<file path="src/rtl/font_pkg.sv">
// Shared glyph codes, font geometry and pipeline types. Used by the renderer,
// the font ROM and the controller that writes text.
package font_pkg;

  localparam int GLYPH_W     = 8;
  localparam int GLYPH_ROWS  = 16;
  localparam int FONT_ADDR_W = 6;
  localparam int COL_W       = $clog2(GLYPH_W);
  localparam int ROW_W       = $clog2(GLYPH_ROWS);

  typedef logic [1:0] glyph_t;

  localparam glyph_t GLYPH_NULL  = 2'd0;
  localparam glyph_t GLYPH_F     = 2'd1;
  localparam glyph_t GLYPH_H     = 2'd2;
  localparam glyph_t GLYPH_BLANK = 2'd3;

  // Per-pixel information carried alongside the registered ROM address.
  typedef struct packed {
    logic             video_on;
    logic             in_region;
    logic [COL_W-1:0] col;
  } stage1_t;

  // The ROM is organised as one 16-row block per glyph code.
  function automatic logic [FONT_ADDR_W-1:0] font_row_addr(glyph_t code, logic [ROW_W-1:0] row);
    return {code, row};
  endfunction

endpackage

</file>
<file path="src/rtl/text_char_buffer.sv">
// Writable line buffer of glyph codes with a combinational read port.
module text_char_buffer
  import font_pkg::*;
#(
  parameter int N_CHARS = 8
) (
  input  logic       clk,
  input  logic       reset,
  input  logic       wr_en,
  input  logic [3:0] wr_idx,
  input  logic [1:0] wr_code,
  input  logic [3:0] rd_idx,
  output logic [1:0] rd_code
);

  glyph_t slot_q [N_CHARS];

  // Slot registers; an index beyond the line matches no slot, so it is a no-op.
  always_ff @(posedge clk) begin
    if (reset) begin
      // NOTE: this is a handful of flops, not a RAM, so every slot is reset;
      // a RAM-mapped array would have to be left unreset and cleared by writes.
      for (int i = 0; i < N_CHARS; i++) slot_q[i] <= GLYPH_NULL;
    end else if (wr_en) begin
      for (int i = 0; i < N_CHARS; i++) begin
        // NOTE: non-blocking so a same-cycle reader still sees the old code.
        if (wr_idx == 4'(i)) slot_q[i] <= wr_code;
      end
    end
  end

  // Read mux by character index; out-of-line indices read as the null glyph.
  always_comb begin
    // NOTE: default assigned first, otherwise the unmatched case infers a latch.
    rd_code = GLYPH_NULL;
    for (int i = 0; i < N_CHARS; i++) begin
      if (rd_idx == 4'(i)) rd_code = slot_q[i];
    end
  end

endmodule

</file>
<file path="src/rtl/font_text_renderer.sv">
// Text-line renderer: scan position -> font ROM row address -> pixel mask and
// colour, two registers deep, with an optional free-running blink.
module font_text_renderer
  import font_pkg::*;
#(
  parameter int          N_CHARS   = 8,
  parameter int          X0        = 16,
  parameter int          Y0        = 32,
  parameter logic [11:0] FG_RGB    = 12'hFFF,
  parameter logic [11:0] BG_RGB    = 12'h000,
  parameter int          BLINK_DIV = 25_000_000
) (
  input  logic        clk,
  input  logic        reset,
  input  logic [9:0]  pixel_x,
  input  logic [9:0]  pixel_y,
  input  logic        video_on,
  input  logic        wr_en,
  input  logic [3:0]  wr_idx,
  input  logic [1:0]  wr_code,
  input  logic        blink_en,
  output logic [5:0]  font_addr,
  input  logic [7:0]  font_data,
  output logic        text_on,
  output logic [11:0] rgb
);

  localparam int X_END = X0 + GLYPH_W * N_CHARS;
  localparam int Y_END = Y0 + GLYPH_ROWS;
  localparam int CNT_W = $clog2(BLINK_DIV);

  // Stage 0: offsets into the line. Only the low bits matter for idx/col/row,
  // and low bits of a difference depend only on low bits of the operands.
  logic [6:0]       dx;
  logic [ROW_W-1:0] dy;
  logic             in_region;
  logic [3:0]       char_idx;
  glyph_t           char_code;

  assign dx        = pixel_x[6:0] - 7'(X0);
  assign dy        = pixel_y[ROW_W-1:0] - ROW_W'(Y0);
  assign char_idx  = dx[6:3];
  assign in_region = (int'(pixel_x) >= X0) && (int'(pixel_x) < X_END) &&
                     (int'(pixel_y) >= Y0) && (int'(pixel_y) < Y_END);

  text_char_buffer #(.N_CHARS(N_CHARS)) u_buf (
    .clk     (clk),
    .reset   (reset),
    .wr_en   (wr_en),
    .wr_idx  (wr_idx),
    .wr_code (wr_code),
    .rd_idx  (char_idx),
    .rd_code (char_code)
  );

  // Stage 1 next-state: ROM address and the flags that travel with it.
  logic [FONT_ADDR_W-1:0] font_addr_d, font_addr_q;
  stage1_t                s1_d, s1_q;

  always_comb begin
    font_addr_d     = in_region ? font_row_addr(char_code, dy) : '0;
    s1_d.video_on   = video_on;
    s1_d.in_region  = in_region;
    s1_d.col        = dx[COL_W-1:0];
  end

  // Stage 1 registers.
  always_ff @(posedge clk) begin
    if (reset) begin
      font_addr_q <= '0;
      s1_q        <= '0;
    end else begin
      font_addr_q <= font_addr_d;
      s1_q        <= s1_d;
    end
  end

  // Blink timebase next-state: wrap at BLINK_DIV-1 and flip the phase.
  logic [CNT_W-1:0] blink_cnt_d, blink_cnt_q;
  logic             blink_phase_d, blink_phase_q;

  always_comb begin
    blink_cnt_d   = blink_cnt_q + CNT_W'(1);
    blink_phase_d = blink_phase_q;
    if (blink_cnt_q == CNT_W'(BLINK_DIV - 1)) begin
      blink_cnt_d   = '0;
      blink_phase_d = ~blink_phase_q;
    end
  end

  // Blink registers; free-running so enabling blink never restarts the phase.
  always_ff @(posedge clk) begin
    if (reset) begin
      blink_cnt_q   <= '0;
      blink_phase_q <= 1'b0;
    end else begin
      blink_cnt_q   <= blink_cnt_d;
      blink_phase_q <= blink_phase_d;
    end
  end

  // Stage 2 next-state: pick the glyph bit (MSB is leftmost, so bit ~col).
  logic        pix;
  logic        text_on_d, text_on_q;
  logic [11:0] rgb_d, rgb_q;

  always_comb begin
    pix       = s1_q.in_region && font_data[~s1_q.col] && !(blink_en && blink_phase_q);
    text_on_d = s1_q.video_on && pix;
    rgb_d     = !s1_q.video_on ? 12'h000 : (pix ? FG_RGB : BG_RGB);
  end

  // Stage 2 registers.
  always_ff @(posedge clk) begin
    if (reset) begin
      text_on_q <= 1'b0;
      rgb_q     <= '0;
    end else begin
      text_on_q <= text_on_d;
      rgb_q     <= rgb_d;
    end
  end

  assign font_addr = font_addr_q;
  assign text_on   = text_on_q;
  assign rgb       = rgb_q;

endmodule
</file>
<file path="config.mk">
export PLATFORM = sky130hd
export DESIGN_NAME = font_text_renderer
export DESIGN_NICKNAME = d
export VERILOG_FILES = /design/src/rtl/font_pkg.sv /design/src/rtl/text_char_buffer.sv /design/src/rtl/font_text_renderer.sv
export SDC_FILE = /design/constraint.sdc
export NUM_CORES = 1
export LEC_CHECK = 0
export CAP_MARGIN = 25
export CORE_UTILIZATION = 30
export CTS_CLUSTER_DIAMETER = 150
export DETAILED_ROUTE_END_ITERATION = 10
export DONT_BUFFER_PORTS = 1
export GPL_TIMING_DRIVEN = 0
export PLACE_DENSITY = 0.48
export SLEW_MARGIN = 20
export SYNTH_ARGS = -nofsm -noshare
export SYNTH_HDL_FRONTEND = slang
export SYNTH_SLANG_ARGS = --single-unit
</file>
<file path="constraint.sdc">
create_clock -name clk -period 3.3 [get_ports clk]
set_input_delay 0.495 -clock clk [delete_from_list [all_inputs] [get_ports clk]]
set_output_delay 0.495 -clock clk [all_outputs]
set_load 0.01 [all_outputs]
</file>
==> run metrics, run 1 <==
Die Footprint=8900 um^2; drt first pass iters=4; Num CTS Buffers=5; Worst Path Required=3490 ps; final setup violating endpoints=0; GRT Util Overall=0.124; Mapped Cells=257; FF+latch count, synth=55; initial drt markers=between 50 and 60; final total power=1180 uW; drt drc=0; clock sinks=55; count of input and output buffers=0; max_slew headroom=0.607; gpl congestion=about 0.7; outcome=complete, no violations; fin util=0.339; Post-Place Cells=about 360; Layout Cells excl Fill=370; synth warn=0; flop-to-flop setup slack=around 1100 ps; sw frac=0.236; dpl hpwl=slightly below 4 mm; Hold EP=text_on; Clk pwr share=0.334; Placeable Area=slightly above 8000 um^2; Hold Startpoint=blink_en; number of nets still failing antenna checks after routing=0; Mapped Area=between 2000 and 3000 um^2; syn avg cell area=9.96 um^2; Via density=4.93; worst reg2reg path depth=6; pwr/cell area=roughly 420 nW/um^2; fin crit period=~2200 ps; worst vdd ir=around 0.17 mV; highest fanout seen on the critical path=10; TritonCTS clock tree=done; Via Count=approximately 1,800; Clk Latency, worst-skew pair=just over 300 ps; number of core rows=33; # diodes=0; # resized after CTS=0; Post-Route Setup TNS=0 ps; leading cell type in the layout, fill and taps excluded=dfxtp_1; MaxCap Viol Count=0; CTS max path bufs=2; IO Pins=just under 60; Routed WL=around 5.2 mm; clk_skew=10.7 ps; Max Freq=approximately 460 MHz; largest net degree at the start of global routing=20; CTS clock-pin slew for the worst setup and hold paths=around 100 ps; RR Startpoint=blink_cnt_q[13]; Seq pwr share=0.614; hold path depth=1; initial antenna violation count=0; H-tree Lvls=2; final hold violations=0; first-pass GRT wire length=8.35 mm; Worst Max-Slew Pin Slew=around 580 ps; vias in the first global route=~1,700; Yosys cell types=39; Area Overhead vs Synth=8.80%; fin. max-slew vios=0; RR Endpoint=blink_cnt_q[3]; dpl cell area=around 2700 um^2; post-synthesis sequential area ratio=0.493; final period utilization=0.660; routed len/inst=between 10 and 15 um; internal power=roughly 900 uW; Hold Buf Count CTS=0; Critical Path Start Type=register; post-route design area=~2800 um^2; CP Capture Type=register; clock root buffer=clkbuf_8; NetSw=~280 uW; combinational share of power=0.053; CP arrival=2370 ps; unrepaired setup endpoints after global routing=no; Nets=just over 300; DIE HEIGHT=about 94 um; HP Class=in -> reg; layout cells sized above 1=0.121; die width=roughly 94 um; Pleak=approximately 0.00092 uW; grt ovf=0; total setup buffers inserted after CTS=0; CP Class=reg -> reg; syn_nets=299; Starting Density=0.311; most frequent cells in the layout=dfxtp_1 (39), nor2_1 (30), nand2_1 (17)
## layer usage
layer	track usage	vias to the layer above	routed length [um]
met1	0.161	853	2440
met3	0.0282	2	274
li1	-	915	-
met4	0.0500	0	47
met2	0.197	54	2440
met5	0	-	0
## power groups by stage
stage	clock (uW)	combinational, uW	sequential, uW
after global placement	0	63.2	737
after CTS	411	63.6	722
final	393	62.1	722
after floorplan	0	51.6	734
after global routing	435	70.1	725
after detailed placement	0	63.1	738
## Yosys cell counts
cell	number	share of area
or4b_1	2	0.0078
buf_4	12	0.035
xnor2_1	8	0.027
nor3_1	2	0.0039
nor2b_1	6	0.015
mux2i_1	3	0.012
a31o_2	3	0.010
nor4_2	2	0.0098
nor2_1	30	0.044
dfxtp_1	39	0.31
edfxtp_1	16	0.19
clkbuf_1	7	0.010
nor4b_1	2	0.0068
mux4_2	6	0.053
nand3_1	7	0.014
clkbuf_2	1	0.0020
nand2_1	17	0.025
o31ai_1	2	0.0059
nand2b_1	8	0.020
o21bai_1	1	0.0029
inv_1	9	0.013
or3_1	6	0.015
nand4_1	7	0.017
xor2_1	3	0.010
nand4b_1	3	0.010
ha_1	3	0.015
nand3b_1	2	0.0059
a2111oi_0	2	0.0068
nor4bb_1	1	0.0039
and2_1	7	0.017
nor3b_1	1	0.0029
a21oi_1	14	0.027
nor4_1	7	0.017
or4_1	2	0.0059
and3b_1	1	0.0034
o21ai_0	8	0.016
and3_1	4	0.0098
and4_1	1	0.0034
o21ai_1	2	0.0039
## worst max-delay path, cell delays in order (launching register included)
cell      delay (ps)
dfxtp_1          450
and3_1           190
clkbuf_1         220
nand4_1          180
o21bai_1         450
clkbuf_1         470
nor2_1           100
## layout make-up
| cell class | instances | area (um^2) |
|---|---|---|
| multi-input cells | 173 | 1140 |
| fillers | 845 | 5430 |
| well taps | 105 | 131 |
| inverters | 9 | 33.8 |
| clock buffers | 5 | 68.8 |
| plain buffers | 20 | 121 |
| flip-flops and latches | 55 | 1260 |
| clock inverters | 3 | 25.0 |
## sequential cells by signal (all words and copies together) (netlist names)
| register | cells |
|---|---|
| blink_cnt_q | 25 |
| u_buf.slot_q | 16 |
| font_addr | 6 |
| s1_q | 5 |
| blink_phase_q | 1 |
| rgb | 1 |
| text_on | 1 |
## kinds of logic after synthesis
logic type,Yosys count,share of synthesized area
flip-flops,55,0.493
buffers and inverters,29,0.0606
XOR/XNOR,11,0.0377
AND/OR/NAND/NOR,118,0.257
multiplexers,9,0.0645
AO/OA/AOI/OAI,32,0.0729
adder cells (fa/ha/maj),3,0.0147
## through the flow
stage               worst slack, ps  hold slack, ps
finish                         1120             289
floorplan                      1500             418
global route                    778             277
CTS                            1070             280
detailed placement             1090             442
global placement               1080             433
## worst max-delay path by stage
stage                          startpoint               to  slack, ps
after CTS                 blink_cnt_q[13]   blink_cnt_q[3]       1070
after floorplan            blink_cnt_q[0]  blink_cnt_q[16]       1500
after global placement    blink_cnt_q[13]   blink_cnt_q[4]       1080
after detailed placement  blink_cnt_q[13]   blink_cnt_q[3]       1090
final                     blink_cnt_q[13]   blink_cnt_q[3]       1120
after global routing      blink_cnt_q[13]  blink_cnt_q[16]        780
Power figures use the tool's default switching activity.
==> run 2, diff against run 1 <==
==> constraint.sdc (replaced) <==
create_clock -name clk -period 2.2 [get_ports clk]
set_input_delay 0.33 -clock clk [delete_from_list [all_inputs] [get_ports clk]]
set_output_delay 0.33 -clock clk [all_outputs]
set_load 0.01 [all_outputs]
==> run 2 against run 1 <==
Net effect:
- sequential power rose by 50%
- maximum frequency rose by 9.4%
- clock-buffer cell count did not move
- worst setup slack got worse by 910 ps
- final cell count did not move
- clock power rose by 50%
==> run metrics, run 2 (synthesized netlist as in run 1, its figures left out) <==
outcome=complete, no violations; Worst Max-Slew Pin Slew=588 ps (+4.20 ps); drt drc=0 (unchanged); Seq pwr share=0.612 (-0.002); sw frac=0.237 (+0.000787); IO Pins=58 (unchanged); worst vdd ir=0.253 mV (+50%); TritonCTS clock tree=done; DIE HEIGHT=94.4 um (unchanged); combinational share of power=0.053 (about the same); Max Freq=502 MHz (+9.4%); Nets=306 (unchanged); first-pass GRT wire length=8.35 mm (unchanged); CTS clock-pin slew for the worst setup and hold paths=100 ps (about the same); clock sinks=55 (unchanged); flop-to-flop setup slack=210 ps (-910 ps); CP Class=reg -> reg; internal power=1350 uW (+50%); fin. max-slew vios=0 (unchanged); Worst Path Required=2450 ps (-1040 ps); gpl congestion=0.719 (unchanged); die width=94.4 um (unchanged); grt ovf=0 (unchanged); final period utilization=0.905 (+0.245); Critical Path Start Type=register; Via density=4.95 (+0.49%); highest fanout seen on the critical path=7 (-3); GRT Util Overall=0.124 (unchanged); final hold violations=0 (unchanged); count of input and output buffers=0 (unchanged); largest net degree at the start of global routing=20 (unchanged); max_slew headroom=0.605 (-0.00282); routed len/inst=14.1 um (about the same); Placeable Area=8220 um^2 (unchanged); MaxCap Viol Count=0 (unchanged); number of nets still failing antenna checks after routing=0 (unchanged); final setup violating endpoints=0 (unchanged); H-tree Lvls=2 (unchanged); clock root buffer=clkbuf_8; initial antenna violation count=0 (unchanged); layout cells sized above 1=0.132 (+0.0113); CP arrival=2240 ps (-130 ps); pwr/cell area=633 nW/um^2 (+50%); fin crit period=1990 ps (-187 ps); Clk pwr share=0.334 (about the same); most frequent cells in the layout=dfxtp_1 (39), nor2_1 (30), nand2_1 (17); drt first pass iters=4 (unchanged); Area Overhead vs Synth=9.05%; Clk Latency, worst-skew pair=320 ps (about the same); Num CTS Buffers=5 (unchanged); CP Capture Type=register; clk_skew=11.7 ps (+0.977 ps); Via Count=1,833 (+0.49%); pre-CTS setup slack=-12.5 ps (-1100 ps); Die Footprint=8900 um^2 (unchanged); most flop-heavy register=blink_cnt_q; max reg flops=25 (unchanged); hold slack=121 ps (-169 ps); leading cell type in the layout, fill and taps excluded=dfxtp_1; initial drt markers=61 (+8.9%); vias in the first global route=1,718 (-0.058%); CTS max path bufs=2 (unchanged); NetSw=419 uW (+51%); HP Class=in -> reg; number of core rows=33 (unchanged); dpl hpwl=3.95 mm (unchanged); Routed WL=5.21 mm (about the same); Pleak=0.000925 uW (+0.93%); Hold Buf Count CTS=0 (unchanged); Starting Density=0.311 (unchanged); unrepaired setup endpoints after global routing=no; Final WS setup=208 ps (-913 ps); # diodes=0 (unchanged)
==> run 2: cell counts in the layout (fill, tap and decap cells not counted) <==
No cell type changed its count.
==> run 2: power groups by stage <==
stage / combinational (uW) / clock (uW) / sequential (uW)
after floorplan: 77.4 / 0 / 1100
after global placement: 94.7 / 0 / 1110
after detailed placement: 94.7 / 0 / 1110
after CTS: 95.6 / 616 / 1080
after global routing: 106 / 653 / 1090
final: 94.0 / 591 / 1080
==> run 2: per-layer routing <==
metal | wire length (um) | track usage | part of all wire | up-vias
met5 | 0 | 0 | 0 | -
met4 | 82 | 0.0500 | 0.016 | 0
met3 | 229 | 0.0282 | 0.044 | 7
met2 | 2430 | 0.196 | 0.47 | 45
met1 | 2470 | 0.162 | 0.47 | 860
li1 | - | - | - | 921
==> run 2: path summary, 6_finish.rpt <==
kind | from | end | depth (start not counted)
max | blink_cnt_q[10] | blink_cnt_q[17] | 5
min | blink_en | text_on | 1
max reg2reg | blink_cnt_q[10] | blink_cnt_q[17] | 5
min reg2reg | blink_cnt_q[0] | blink_cnt_q[0] | 1
==> run 2: final cells by class <==
type | count | area, um^2
Tap cell | 105 | 131
Buffer | 20 | 124
Clock buffer | 5 | 68.8
Multi-Input combinational cell | 173 | 1150
Inverter | 9 | 33.8
Sequential cell | 55 | 1260
Fill cell | 845 | 5430
Clock inverter | 3 | 25.0
==> run 2: timing repair <==
| item | in CTS | in global routing |
|---|---|---|
| endpoints found under the hold margin | 0 | 0 |
| setup buffers | 0 | 0 |
| endpoints found under the setup margin | 7 | 20 |
| gates resized for setup | 1 | 3 |
==> run 2: critical path: stages (launching register included) <==
cell	delay, ps
dfxtp_1	450
nand4_1	230
or4_1	510
clkbuf_1	200
or3_1	380
a21oi_1	150
==> run 2: per-stage QoR <==
stage	setup TNS (ps)	instance area [um^2]	instances	power, uW	util
2_1_floorplan	0	2560	257	1180	-
6_report	0	2790	370	1770	0.340
5_1_grt	0	2790	370	1850	0.340
3_3_place_gp	-265	2690	362	1200	0.327
4_1_cts	0	2790	370	1790	0.339
3_5_place_dp	-21.5	2690	362	1200	0.327
